## config.mk

```make
export PLATFORM = sky130hd
export DESIGN_NAME = bet_sender
export DESIGN_NICKNAME = d
export VERILOG_FILES = /design/src/rtl/bet_sender.sv
export SDC_FILE = /design/constraint.sdc
export NUM_CORES = 1
export LEC_CHECK = 0
export CAP_MARGIN = 30
export CORE_MARGIN = 1
export CORE_UTILIZATION = 40
export CTS_BUF_LIST = sky130_fd_sc_hd__clkbuf_2
export DETAILED_ROUTE_END_ITERATION = 12
export GPL_TIMING_DRIVEN = 0
export MAX_ROUTING_LAYER = met4
export PLACE_DENSITY = 0.63
export SLEW_MARGIN = 20
export SYNTH_ARGS = -nofsm -noshare
export SYNTH_HDL_FRONTEND = slang
export SYNTH_SLANG_ARGS = --single-unit
```

## constraint.sdc

```tcl
create_clock -name clk -period 2.23 [get_ports clk]
set_input_delay 0.223 -clock clk [delete_from_list [all_inputs] [get_ports clk]]
set_output_delay 0.223 -clock clk [all_outputs]
set_load 0.02 [all_outputs]
```

## src/rtl/bet_sender.sv

```systemverilog
// Queues 5-digit BCD bets from a host and replays each as the num/insere/fim/fim_jogo
// entry sequence for the lottery core, then returns the core's prize code.
module bet_sender #(
  parameter int DIGITS = 5,
  parameter int DEPTH  = 4,
  parameter int GAP    = 1
) (
  input  logic                     clk,
  input  logic                     reset,
  input  logic [4*DIGITS-1:0]      bet_in,
  input  logic                     bet_valid,
  output logic                     bet_ready,
  output logic [3:0]               num,
  output logic                     insere,
  output logic                     fim,
  output logic                     fim_jogo,
  input  logic [1:0]               premio_in,
  output logic [1:0]               result,
  output logic                     result_valid,
  output logic                     err,
  output logic                     busy,
  output logic [$clog2(DEPTH):0]   count
);

  localparam int BW   = 4 * DIGITS;
  localparam int PW   = $clog2(DEPTH);
  localparam int CNTW = PW + 1;
  localparam int MAXC = (DIGITS > GAP) ? DIGITS : GAP;
  localparam int CW   = $clog2(MAXC + 1);

  typedef enum logic [2:0] {
    S_IDLE,
    S_SEND,
    S_GAP,
    S_FIM,
    S_FJOG,
    S_SETTLE
  } state_t;

  state_t          state_q, state_d;
  logic [CW-1:0]   cnt_q, cnt_d;
  logic [BW-1:0]   shift_q, shift_d;
  logic [PW-1:0]   wr_ptr_q, wr_ptr_d;
  logic [PW-1:0]   rd_ptr_q, rd_ptr_d;
  logic [CNTW-1:0] count_q, count_d;
  logic [3:0]      num_q, num_d;
  logic            insere_q, insere_d;
  logic            fim_q, fim_d;
  logic            fim_jogo_q, fim_jogo_d;
  logic [1:0]      result_q, result_d;
  logic            result_valid_q, result_valid_d;
  logic            err_q, err_d;
  logic            busy_q, busy_d;

  logic [BW-1:0]     fifo_mem [DEPTH];
  logic [DIGITS-1:0] nib_bad;
  logic              bad_bcd;
  logic              accept;
  logic              push;
  logic              pop;

  generate
    for (genvar gi = 0; gi < DIGITS; gi++) begin : g_bcd
      assign nib_bad[gi] = (bet_in[4*gi +: 4] > 4'd9);
    end
  endgenerate

  assign bad_bcd   = |nib_bad;
  // Readiness depends only on the registered count, so a same-edge dequeue never opens a full FIFO.
  assign bet_ready = (count_q < CNTW'(DEPTH));
  assign accept    = bet_valid && bet_ready;
  assign push      = accept && !bad_bcd;
  assign pop       = (state_q == S_IDLE) && (count_q != '0);

  always_comb begin
    state_d  = state_q;
    cnt_d    = cnt_q;
    shift_d  = shift_q;
    result_d = result_q;
    case (state_q)
      S_IDLE: begin
        if (count_q != '0) begin
          shift_d = fifo_mem[rd_ptr_q];
          cnt_d   = '0;
          state_d = S_SEND;
        end
      end
      S_SEND: begin
        shift_d = shift_q << 4;
        if (cnt_q == CW'(DIGITS - 1)) begin
          cnt_d   = '0;
          state_d = S_GAP;
        end else begin
          cnt_d = cnt_q + CW'(1);
        end
      end
      S_GAP: begin
        if (cnt_q == CW'(GAP - 1)) begin
          cnt_d   = '0;
          state_d = S_FIM;
        end else begin
          cnt_d = cnt_q + CW'(1);
        end
      end
      S_FIM:    state_d = S_FJOG;
      S_FJOG: begin
        result_d = premio_in;
        state_d  = S_SETTLE;
      end
      S_SETTLE: state_d = S_IDLE;
      default:  state_d = S_IDLE;
    endcase

    // Core-facing strobes are decoded from the next state and registered.
    num_d          = (state_d == S_SEND) ? shift_d[BW-1 -: 4] : 4'd0;
    insere_d       = (state_d == S_SEND);
    fim_d          = (state_d == S_FIM);
    fim_jogo_d     = (state_d == S_FJOG);
    result_valid_d = (state_d == S_SETTLE);
    busy_d         = (state_d != S_IDLE);
    err_d          = accept && bad_bcd;
  end

  always_comb begin
    wr_ptr_d = push ? (wr_ptr_q + PW'(1)) : wr_ptr_q;
    rd_ptr_d = pop  ? (rd_ptr_q + PW'(1)) : rd_ptr_q;
    count_d  = count_q;
    case ({push, pop})
      2'b10:   count_d = count_q + CNTW'(1);
      2'b01:   count_d = count_q - CNTW'(1);
      default: count_d = count_q;
    endcase
  end

  always_ff @(posedge clk) begin
    if (reset && push) begin
      fifo_mem[wr_ptr_q] <= bet_in;
    end
  end

  always_ff @(posedge clk) begin
    if (!reset) begin
      state_q        <= S_IDLE;
      cnt_q          <= '0;
      shift_q        <= '0;
      wr_ptr_q       <= '0;
      rd_ptr_q       <= '0;
      count_q        <= '0;
      num_q          <= '0;
      insere_q       <= 1'b0;
      fim_q          <= 1'b0;
      fim_jogo_q     <= 1'b0;
      result_q       <= '0;
      result_valid_q <= 1'b0;
      err_q          <= 1'b0;
      busy_q         <= 1'b0;
    end else begin
      state_q        <= state_d;
      cnt_q          <= cnt_d;
      shift_q        <= shift_d;
      wr_ptr_q       <= wr_ptr_d;
      rd_ptr_q       <= rd_ptr_d;
      count_q        <= count_d;
      num_q          <= num_d;
      insere_q       <= insere_d;
      fim_q          <= fim_d;
      fim_jogo_q     <= fim_jogo_d;
      result_q       <= result_d;
      result_valid_q <= result_valid_d;
      err_q          <= err_d;
      busy_q         <= busy_d;
    end
  end

  assign num          = num_q;
  assign insere       = insere_q;
  assign fim          = fim_q;
  assign fim_jogo     = fim_jogo_q;
  assign result       = result_q;
  assign result_valid = result_valid_q;
  assign err          = err_q;
  assign busy         = busy_q;
  assign count        = count_q;

endmodule

```

==> results of run 1 <==
area by class of cell:
class	instances	area [µm²]
flip-flops and latches	127	3350
clock inverters	14	164
multi-input cells	169	1590
plain buffers	18	126
well taps	168	210
fillers	1056	6120
clock buffers	18	90.1
repair buffers	48	468
inverters	11	41.3
state kept, by name, indices dropped and copies added (netlist names), named ones only:
| signal | cells |
|---|---|
| result | 2 |
| cnt_q | 3 |
| err | 1 |
| num | 4 |
| insere | 1 |
| busy | 1 |
| state_q | 3 |
| fim | 1 |
| result_valid | 1 |
| fifo_mem | 80 |
| rd_ptr_q | 2 |
| count | 3 |
| fim_jogo | 1 |
| shift_q | 20 |
| wr_ptr_q | 2 |
cell usage in the layout, fill, tap and decap left out, types with 2 or more instances in the layout:
master,n
sky130_fd_sc_hd__inv_6,3
sky130_fd_sc_hd__a221oi_2,12
sky130_fd_sc_hd__nand4b_1,2
sky130_fd_sc_hd__o21ai_0,18
sky130_fd_sc_hd__clkinv_1,2
sky130_fd_sc_hd__a221oi_1,4
sky130_fd_sc_hd__clkdlybuf4s50_1,40
sky130_fd_sc_hd__and2_1,6
sky130_fd_sc_hd__nand2_1,8
sky130_fd_sc_hd__a22oi_1,5
sky130_fd_sc_hd__nor2b_1,14
sky130_fd_sc_hd__clkbuf_2,19
sky130_fd_sc_hd__ha_1,6
sky130_fd_sc_hd__o21a_1,3
sky130_fd_sc_hd__edfxtp_1,80
sky130_fd_sc_hd__and3_1,4
sky130_fd_sc_hd__xnor2_1,3
sky130_fd_sc_hd__mux2i_1,5
sky130_fd_sc_hd__clkinv_4,2
sky130_fd_sc_hd__xor2_1,3
sky130_fd_sc_hd__bufinv_16,3
sky130_fd_sc_hd__dfxtp_2,4
sky130_fd_sc_hd__buf_4,8
sky130_fd_sc_hd__nand3_1,5
sky130_fd_sc_hd__dfxtp_1,42
sky130_fd_sc_hd__mux4_2,20
sky130_fd_sc_hd__nor3_1,2
sky130_fd_sc_hd__a21oi_1,2
sky130_fd_sc_hd__and2_2,3
sky130_fd_sc_hd__clkinv_2,3
sky130_fd_sc_hd__inv_1,11
sky130_fd_sc_hd__clkbuf_1,7
sky130_fd_sc_hd__buf_6,3
sky130_fd_sc_hd__buf_2,4
sky130_fd_sc_hd__nor2_1,21
synthesized netlist by cell type (all sizes together), types with 2 or more instances:
cell    number
nor3         3
ha           7
a21oi        2
and3         4
edfxtp      80
o21ai       20
nor2        21
a221oi      16
mux4        20
clkbuf      10
or3          2
mux2i        5
and2        10
a22oi        5
buf         11
xnor2        3
dfxtp       47
nand4b       2
o21a         3
inv         11
xor2         3
a21boi       2
nand3        5
nor3b        2
nor2b       14
nand2        8
worst min-delay path by stage:
stage,from,end
after floorplan,bet_in[0],fifo_mem[0][0]
after global placement,wr_ptr_q[1],wr_ptr_q[1]
after detailed placement,wr_ptr_q[1],wr_ptr_q[1]
after CTS,bet_valid,err
after global routing,bet_in[8],fifo_mem[1][8]
final,bet_valid,err
what timing repair did:
action                                  CTS  global route
buffers inserted                          5             2
endpoints found under the setup margin   15             6
gates resized for setup                   6             3
pin swaps                                 4             2
cells by family after synthesis:
kind of cell | synth area share [%]
buf+inv | 3.63
compound gates | 8.81
fa+ha+maj | 2.12
simple gates | 8.34
mux | 10.1
flops | 66.0
xor+xnor | 1.04
layer usage:
metal,global-route usage (%),vias up
li1,-,1383
met1,19.8,1446
met2,27.4,75
met3,5.13,7
met4,4.68,0
met5,-,-
stage by stage:
step | utilization, % | TNS (ns) | std cells | cell area [µm²] | setup WS (ns)
2_1_floorplan | - | 0 | 328 | 5100 | 0.00693
3_3_place_gp | 47.0 | -88.07 | 536 | 5710 | -1.26
3_5_place_dp | 47.1 | -60.19 | 537 | 5730 | -1.26
4_1_cts | 49.6 | 0 | 572 | 6030 | 0.000489
5_1_grt | 49.7 | -0.0437 | 573 | 6040 | -0.0437
6_report | 49.7 | 0 | 573 | 6040 | 0.0743
critical path: stages, from the launching register on:
cell and delay, ns:
sky130_fd_sc_hd__dfxtp_2 0.35, sky130_fd_sc_hd__clkbuf_8 0.16, sky130_fd_sc_hd__nor3_4 0.20, sky130_fd_sc_hd__and2_4 0.21, sky130_fd_sc_hd__buf_12 0.11, sky130_fd_sc_hd__ha_4 0.12
sky130_fd_sc_hd__inv_1 0.05, sky130_fd_sc_hd__fa_2 0.33, sky130_fd_sc_hd__xor2_1 0.16, sky130_fd_sc_hd__or3_1 0.30, sky130_fd_sc_hd__a21boi_1 0.12
report_power, final:
| group | switching [W] | internal (W) |
|---|---|---|
| Clock | 0.000865 | 0.000631 |
| Sequential | 0.000172 | 0.00277 |
| Combinational | 0.00137 | 0.00124 |
==> results list, run 1 <==
* Outcome: finished, final reports clean
- Quantity of I/O buffers inserted on ports: 40
- Largest net degree at the start of global routing: 21
- The H-tree was split into 4 levels.
* Cell Pwr Density: 1170 nW/µm²
* Number of buffers inserted during clock tree synthesis: 17
- Fraction of layout instances using a drive strength above 1: 24.7%
- Antenna-violating nets left: 0
- Crit path time final: 2.16 ns
- Across all hold checks on the routed design, the worst slack comes to 0.156 ns.
* Relative slew margins: 59.8%
* Number of flip-flops and latches in the synthesized netlist: 127
- In this run the deepest clock path goes through 2 buffers.
- After global routing the overflow that remains totals 0.
- Post-synthesis async set-or-reset flop share: 0%
* Clock Skews: 0.0284 ns
- Count of unresolved DRC violations after routing: 0
- Based on the critical path, the design can be clocked at up to 464 MHz.
- Area growth syn-to-layout: 19.1%
- Starting Density: 41.7%
- First-pass GRT wire length: 15.5 mm
- The worst setup path is of the reg2reg kind.
- TritonCTS built the clock tree.
- Across the run, the number of max-cap violations was 0.
* Mean Syn Cell Area: 15.5 µm²
* Post-route clock period utilization: 96.7%
- Summed over all nets, wire length on met2 after detailed routing comes to 4.83 mm.
- Dividing the detail-routed wire length by the instance count gives 16.8 µm.
- Ant. Diodes: 0
* Startpoint of the most critical setup path: state_q[2]
- The endpoint identified for the worst register-to-register timing path is count[2].
- Number of vias after detailed routing: 2911
- For this design, the sink count on the clock tree is 127.
- Crit. End Element: flip-flop
* Half-perimeter wire length of the detailed placement result: 6.26 mm
- In this run the horizontal extent of the chip is 115 µm.
- The cell count after synthesis came out at 328.
- sky130_fd_sc_hd__edfxtp_1 takes more of the synthesized area than any other cell.
- Post-synth top flop: sky130_fd_sc_hd__edfxtp_1
* Share of Yosys cell area claimed by the top area cell type: 47.4%
- The synthesized netlist occupies a cell area of 5070 µm².
- Reg-to-Reg Start: state_q[2]
- The congestion estimate from routability-driven global placement came to 0.795.
- Count of cell types in the netlist: 47
- The worst hold path belongs to the class in2reg.
- At the worst endpoint, the required time is 2.82 ns.
* GRT Total Usage: 16.6%
- Using the TritonRoute via totals, the vias-per-cell ratio works out to 5.08.
- For this design the static power due to leakage is 2.07 nW.
* Row Count: 40
* Post-route met1 wirelength: 4.31 mm
- Number of nets in the layout: 425
- The setup check on the worst reg-to-reg path leaves a slack of 0.07 ns.
- Slew @ Worst Pin: 0.604 ns
* Final hold vios: 0
* Capturing instance or port of the critical path: count[2]
* Power after layout: 0.00705 W
- Setup repair after global routing could not meet its margin everywhere.
* Yosys warning count: 0
* Floorplan Core Area: 12200 µm²
- Clock-pin slew on the worst setup and hold paths: 0.20 ns
* Largest vdd supply drop: 745 µV
- For this run, the register share of the synthesized area comes to 66.0%.
- Hold-fix buffer count after cts: 0
- Router iterations before antenna repair: 5
- After the first detailed-routing iteration, the DRC count stood at 158.
- Setup-violating endpoint count in the final report: 0
* DRT Wirelength: 9.65 mm
- Counting flops with a built-in enable in the synthesized netlist gives 80.
- Clk Tree Root Cell: sky130_fd_sc_hd__clkbuf_2
- From bottom edge to top edge, the die measures 115 µm.
* Number of global-route vias before repair: 2987
* Antenna violations before repair: 0
* Number of stages on the worst hold path: 3
* Post-synthesis net count: 361
- Number of placed I/O pins: 41
* Startpoint class of the critical path: flip-flop
- The floorplan step defined a die boundary enclosing 13100 µm².
* Biggest area contributors in the synthesized netlist: sky130_fd_sc_hd__edfxtp_1 47%, sky130_fd_sc_hd__dfxtp_1 19%, sky130_fd_sc_hd__mux4_2 8.9%, sky130_fd_sc_hd__a221oi_2 3.6%, sky130_fd_sc_hd__o21ai_0 1.9%
- Summed over all nets, wire length on met3 after detailed routing comes to 448 µm.
* Worst EP arrival: 2.74 ns
* Source-to-sink clock delay at the later pin of the worst-skew pair: 0.66 ns
* Max-slew violation total from the final report: 0
* Critical path peak fanout: 10
* Depth of the most critical reg-to-reg path: 10
- In this run the top signal layer used is met4.
(Power assumes the default switching activity.)
==> run 2, diff against run 1 <==
--- a/config.mk
+++ b/config.mk
@@ -13,6 +13,7 @@
 export GPL_TIMING_DRIVEN = 0
 export MAX_ROUTING_LAYER = met4
 export PLACE_DENSITY = 0.63
+export REMOVE_ABC_BUFFERS = 1
 export SLEW_MARGIN = 20
 export SYNTH_ARGS = -nofsm -noshare
 export SYNTH_HDL_FRONTEND = slang
==> results list, run 2 (synthesis results as in run 1) <==
* Starting Density: 41.7%
* Number of sinks handled by clock tree synthesis: 127
- Share of power burned in the clock network: 20.0%
- Across every metal layer, demand over resource in global routing totals 16.1%.
- The first routing iteration left 200 violations.
* Post-route core utilization: 49.7%
- The critical path is of the in2reg type.
* Clock Skews: 0.0276 ns
* Top library cells by usage in the layout, fill and taps aside: 80 x sky130_fd_sc_hd__edfxtp_1, 40 x sky130_fd_sc_hd__dfxtp_1, 39 x sky130_fd_sc_hd__clkdlybuf4s50_1, 21 x sky130_fd_sc_hd__nor2_1, 20 x sky130_fd_sc_hd__mux4_2
- For this run, the top clock speed supported by timing is 469 MHz.
- Number of global-route vias before repair: 2853
- Cell Pwr Density: 1110 nW/µm²
- 41 I/O pins were placed.
* Post-route clock period utilization: 95.6%
* First-pass GRT wire length: 14.9 mm
* Internal power: 0.00441 W
* Reg-to-Reg Start: state_q[2]
- The first TritonRoute pass finished after 5 iterations.
- The startpoint identified for the worst hold timing path is reset.
- Most crowded layer after global routing: met2
- Routability congestion estimate: 0.742
* Ant. Diodes: 0
- Die Span Y: 115 µm
* Commonest non-fill, non-tap cell in the layout: sky130_fd_sc_hd__edfxtp_1
* Floorplan Core Area: 12200 µm²
* Worst min path class: in2reg
* Finished Layout Cells: 567
- DR WL/cell: 16.3 µm
- Register bank with the most flops: fifo_mem
* Crit. End Element: flip-flop
- The number of pins exceeding their max-slew limit in the final report was 0.
- Maximum single-stage delay on the critical path: 0.52 ns
- The smallest clock period supported by the final layout is computed as 2.13 ns.
- Bufs on Longest Clock Path: 2
- Portion of total power attributed to sequential cells: 44.7%
* Antenna-violating nets left: 0
- The routed layout has 2858 vias.
* Worst setup slack for register-to-register paths: 0.16 ns
* Source-to-sink clock delay at the later pin of the worst-skew pair: 0.67 ns
- After routing the design area is 6050 µm².
- After clock tree synthesis, the clock-pin slew on the worst setup and hold paths is 0.20 ns.
* Number of stages on the worst hold path: 3
- The die covers 13100 µm².
- The worst register-to-register path ends at count[2].
- Critical Path, Cell by Cell: clkdlybuf4s50_1 -> o21ai_2 -> nand4_1 -> buf_4 -> nor4b_4 -> inv_1 -> ha_1 -> inv_1 -> fa_1 -> xor2_1 -> or3_1 -> a21boi_0
- From synthesis to final layout, the design area changed by 19.3%.
- Fraction of layout instances using a drive strength above 1: 25.1%
- Global-route met1 utilization: 18.3%
- The die is 115 µm wide.
- The register with the most flip-flops in the layout has 80 of them.
* P_leak: 2.06 nW
- Met2 usage in global routing: 26.2%
- Standard cell area after detailed placement: 5680 µm²
- Once detailed placement completed, the half-perimeter wirelength came to 6.01 mm.
- The number of antenna violations at the first check in global routing came to 0.
* TritonCTS clock tree: yes
- Summed over all layers, the routed wires come to 9.22 mm.
- Row Count: 40
- Quantity of I/O buffers inserted on ports: 40
- RSZ-0062 raised after global routing: no
- STA classifies the critical path startpoint as an input port.
- In this run the number of H-tree levels came out at 4.
* Cell with the biggest individual delay on the critical path: sky130_fd_sc_hd__clkdlybuf4s50_1
* Clk Tree Root Cell: sky130_fd_sc_hd__clkbuf_2
- Number of cells after detailed placement: 523
- Buffers inserted to repair hold after CTS numbered 0.
- Largest net degree at the start of global routing: 44
- Switching power of the nets: 0.00232 W
- Largest vdd supply drop: 631 µV
- Final hold vios: 0
- The tool flagged a number of max-cap violations equal to 0.
- In this run the worst path has a maximum fanout of 5.
* Outcome: finished, final reports clean
* Hold worst-path end: shift_q[4]
- Setup violations remaining at the end of the flow were counted as 0.
- Count of unresolved DRC violations after routing: 0
- Drt via density: 5.04
- Worst EP arrival: 2.72 ns
* Depth of the most critical reg-to-reg path: 8
- Sw Share: 34.5%
* Number of buffers inserted during clock tree synthesis: 17
- Among the stages of the critical path, the cell type that occurs most often is sky130_fd_sc_hd__inv_1.
- Met3 GRT Util: 5.19%
- Number of nets in the layout: 419
- For the worst setup path, the data required time is 2.82 ns.
- Combinational logic burns 35.2% of the power.
* Relative slew margins: 54.8%
* Slew @ Worst Pin: 0.678 ns
* Overall overflow remaining after global route: 0
-- run 2: changes by cell type in the layout (fill, tap and decap cells not counted), sizes merged --
cell	delta
buf	+4
bufinv	-1
clkbuf	-10
clkdlybuf4s50	-1
clkinv	+2
clkinvlp	+3
inv	-3
-- run 2: worst max-delay path: cells and delay by family --
family	cells	cell delay, ns
AO/OA/AOI/OAI	2	0.40
buffers and inverters	4	0.85
XOR/XNOR	1	0.08
adder cells (fa/ha/maj)	2	0.40
AND/OR/NAND/NOR	3	0.77
-- run 2: area by class of cell --
type,count,area (µm²)
sequential,127,3360
timing repair buffer,60,631
inverter,11,41.3
tap,168,210
clock buffer,17,85.1
clock inverter,15,148
multi-input combinational,169,1570
fill,1052,6120
-- run 2: routing by layer --
metal  wire length, µm  vias to the layer above
li1                  -                     1377
met1              3920                     1419
met2              4880                       53
met3               328                        9
met4                92                        0
met5                 0                        -
-- run 2: worst max-delay path by stage --
stage / startpoint / to / slack (ns)
2_1_floorplan: state_q[0] / count[2] / -0.25
3_3_place_gp: reset / fifo_mem[0][8] / -1.28
3_5_place_dp: bet_in[18] / count[2] / -1.10
4_1_cts: count[2] / count[2] / 0.002
5_1_grt: bet_in[17] / count[2] / 0.007
6_report: bet_in[17] / count[2] / 0.1
-- run 2: timing repair --
action,CTS,global route
endpoints found under the setup margin,3,20
pin swaps,2,2
gates cloned,0,0
gates resized for setup,5,10
buffers inserted,3,9
-- run 2: power groups by stage --
stage                     Clock [W]  Sequential, W  Combinational, W
after floorplan                   0        0.00313           0.00142
after global placement            0        0.00316           0.00198
after detailed placement          0        0.00308           0.00225
after CTS                   0.00140        0.00304           0.00232
after global routing        0.00150        0.00306           0.00262
final                       0.00135        0.00301           0.00237
-- run 2: through the flow --
step           setup TNS (ns)  setup WS [ns]  hold WS (ns)  total power [W]
4_1_cts                     0        0.00234        0.0366          0.00676
2_1_floorplan          -0.259         -0.251         0.322          0.00456
3_3_place_gp          -111.96          -1.28         0.483          0.00514
6_report                    0         0.0983         0.116          0.00674
5_1_grt                     0        0.00718        0.0871          0.00717
3_5_place_dp           -48.30          -1.10         0.492          0.00532
==> run 3, diff against run 2 <==
--- a/config.mk
+++ b/config.mk
@@ -12,7 +12,6 @@
 export DETAILED_ROUTE_END_ITERATION = 12
 export GPL_TIMING_DRIVEN = 0
 export MAX_ROUTING_LAYER = met4
-export PLACE_DENSITY = 0.63
 export REMOVE_ABC_BUFFERS = 1
 export SLEW_MARGIN = 20
 export SYNTH_ARGS = -nofsm -noshare
==> results list, run 3 (synthesis results as in run 1) <==
- Delay-heaviest family, CP: buffers and inverters
- Outcome: finished, final reports clean
- H-Tree Depth: 4
- Input and output buffers added on the ports amount to 40.
* Post-route clock period utilization: 96.5%
- The layout has 1065 filler cells.
- Max-slew violation total from the final report: 0
- Largest net degree at the start of global routing: 44
- The via count of the first global-routing pass is 2882.
- RSZ-0062 raised after global routing: no
* CP Data Required Time: 2.84 ns
- Top library cells by usage in the layout, fill and taps aside: 80 x sky130_fd_sc_hd__edfxtp_1, 43 x sky130_fd_sc_hd__dfxtp_1, 39 x sky130_fd_sc_hd__clkdlybuf4s50_1, 24 x sky130_fd_sc_hd__clkbuf_2, 21 x sky130_fd_sc_hd__nor2_1
- DR WL/cell: 16.5 µm
* Area taken by flip-flops and latches: 3350 µm²
- For the worst-skew pair, the clock arrives at the later sink with an insertion delay of 0.67 ns.
* Kind of critical path: in2reg
* DRC marker count from the first detailed-route iteration: 145
- The die is 115 µm tall.
* Setup-violating endpoint count in the final report: 0
- Multi-input gate area: 1570 µm²
- The number of failing hold endpoints at the final stage came to 0.
* Half-perimeter wire length of the detailed placement result: 5.74 mm
- DRT Wirelength: 9.14 mm
* Startpoint of the most critical setup path: bet_in[17]
- Slew @ Worst Pin: 0.693 ns
* Crit path time final: 2.15 ns
* GRT Total Usage: 16.0%
- The floorplan step defined a die boundary enclosing 13100 µm².
* Count of unresolved DRC violations after routing: 0
- Number of vias after detailed routing: 2784
- Number of logic stages on the critical path including buffering: 12
- The clock passes through at most 2 buffers.
- Leaving out fill and tap cells, the most frequent cell in the layout is sky130_fd_sc_hd__edfxtp_1.
* Antenna-violating nets left: 0
* Source of the worst hold timing path: reset
- Worst min path class: in2reg
- Starting Density: 41.7%
* P_leak: 2.00 nW
* R2R Path End: count[2]
- TritonCTS created 17 clock buffers.
* Worst setup slack after placement: -1.02 ns
* Drt via density: 5.02
- Clock-pin slew on the worst setup and hold paths: 0.17 ns
- Max-capacitance violation count: 0
- The tree built by TritonCTS fans out to 127 sinks.
* Standard cell area after detailed placement: 5610 µm²
- The pre-antenna-repair detailed-routing pass consisted of 4 iterations.
- Flip-flop count of the largest register, all copies and words added: 80
- The repair_antennas step left the layout with diodes totalling 0.
- Buffering stage count on the worst path with inverters included: 4
- Setup slack of the critical path after layout: 0.0783 ns
- Routability congestion estimate: 0.703
- Reg-to-Reg Start: state_q[0]
* Number of placed I/O pins: 41
* Final non-filler cell area: 5890 µm²
- Traced cell by cell, the critical path runs through clkdlybuf4s50_1 -> o21ai_1 -> nand4_1 -> buf_4 -> nor4b_4 -> inv_1 -> ha_1 -> inv_1 -> fa_1 -> xor2_1 -> or3_1 -> a21boi_0.
* Fin Hold WS: 0.124 ns
* Die width: 115 µm
- Fraction of layout instances using a drive strength above 1: 22.5%
- Clock Skews: 0.0246 ns
- Largest vdd supply drop: 459 µV
* First-pass GRT wire length: 14.8 mm
- After the last flow step, the layout net total stands at 407.
* Post-route core utilization: 48.4%
- STA classifies the critical path startpoint as an input port.
- Counting cells, the worst reg-to-reg path comes to 8.
- Of all nets on the critical path, the largest fanout is 5.
* Crit. End Element: flip-flop
- Capturing instance or port of the critical path: count[2]
* Most frequent cell on the critical path: sky130_fd_sc_hd__inv_1
- Dividing total power by cell area gives a power density of 1130 nW/µm².
- The slowest stage of the critical path belongs to the cell sky130_fd_sc_hd__clkdlybuf4s50_1.
- After global routing the overflow that remains totals 0.
- Worst EP arrival: 2.76 ns
* FMAX: 465 MHz
- Relative slew margins: 53.8%
* Worst setup slack for register-to-register paths: 0.13 ns
- Floorplan Core Area: 12200 µm²
* Register bank with the most flops: fifo_mem
* Clk Tree Root Cell: sky130_fd_sc_hd__clkbuf_2
* Area growth syn-to-layout: 16.2%
* Row Count: 40
* TritonCTS clock tree: yes
- Maximum single-stage delay on the critical path: 0.52 ns
* Antenna violations before repair: 0
run 3: where the power goes:
part	internal, W	total (W)	leakage [nW]	switching [W]
registers	0.00277	0.00303	1.11	0.000262
logic	0.00109	0.00230	0.747	0.00121
clock network	0.000535	0.00131	0.147	0.000779
total	0.00440	0.00665	2.00	0.00225
run 3: how the worst min path moves through the flow:
| stage | to | slack, ns | depth (start not counted) |
|---|---|---|---|
| 4_1_cts | shift_q[12] | 0.06 | 3 |
| 3_3_place_gp | wr_ptr_q[1] | 0.48 | 2 |
| 2_1_floorplan | fifo_mem[0][0] | 0.32 | 0 |
| 3_5_place_dp | shift_q[4] | 0.50 | 2 |
| 6_report | shift_q[12] | 0.12 | 3 |
| 5_1_grt | fifo_mem[2][12] | 0.07 | 1 |
run 3: metrics by stage:
step,instances,total power [W],setup TNS (ns)
floorplan,307,0.00456,-0.259
global placement,515,0.00516,-112.34
detailed placement,519,0.00530,-44.27
CTS,553,0.00669,0
global route,555,0.00710,0
finish,555,0.00665,0
run 3: layer usage:
metal	track usage, %	vias up	part of all wire (%)
met1	19.0	1376	46
li1	-	1345	-
met4	7.01	0	1.7
met3	4.82	12	3.5
met5	-	-	0
met2	25.2	51	49
run 3: repair_timing:
item,in CTS,in global routing
setup buffers,2,2
resized for setup,5,3
setup endpoints to repair,2,13
pin swaps,1,1
cloned,0,0
hold buffers,0,0
run 3: area by class of cell:
class	count	share of cell area [%]
sequential	127	56.9
multi-input combinational	169	26.7
timing repair buffer	48	8.58
tap	168	3.57
clock buffer	24	2.04
clock inverter	8	1.55
inverter	11	0.701
run 3: tightest hold or removal path, delay by kind of cell:
family / cells / cell delay (ns)
AND/OR/NAND/NOR: 1 / 0.05
buffers and inverters: 1 / 0.32
AO/OA/AOI/OAI: 1 / 0.17
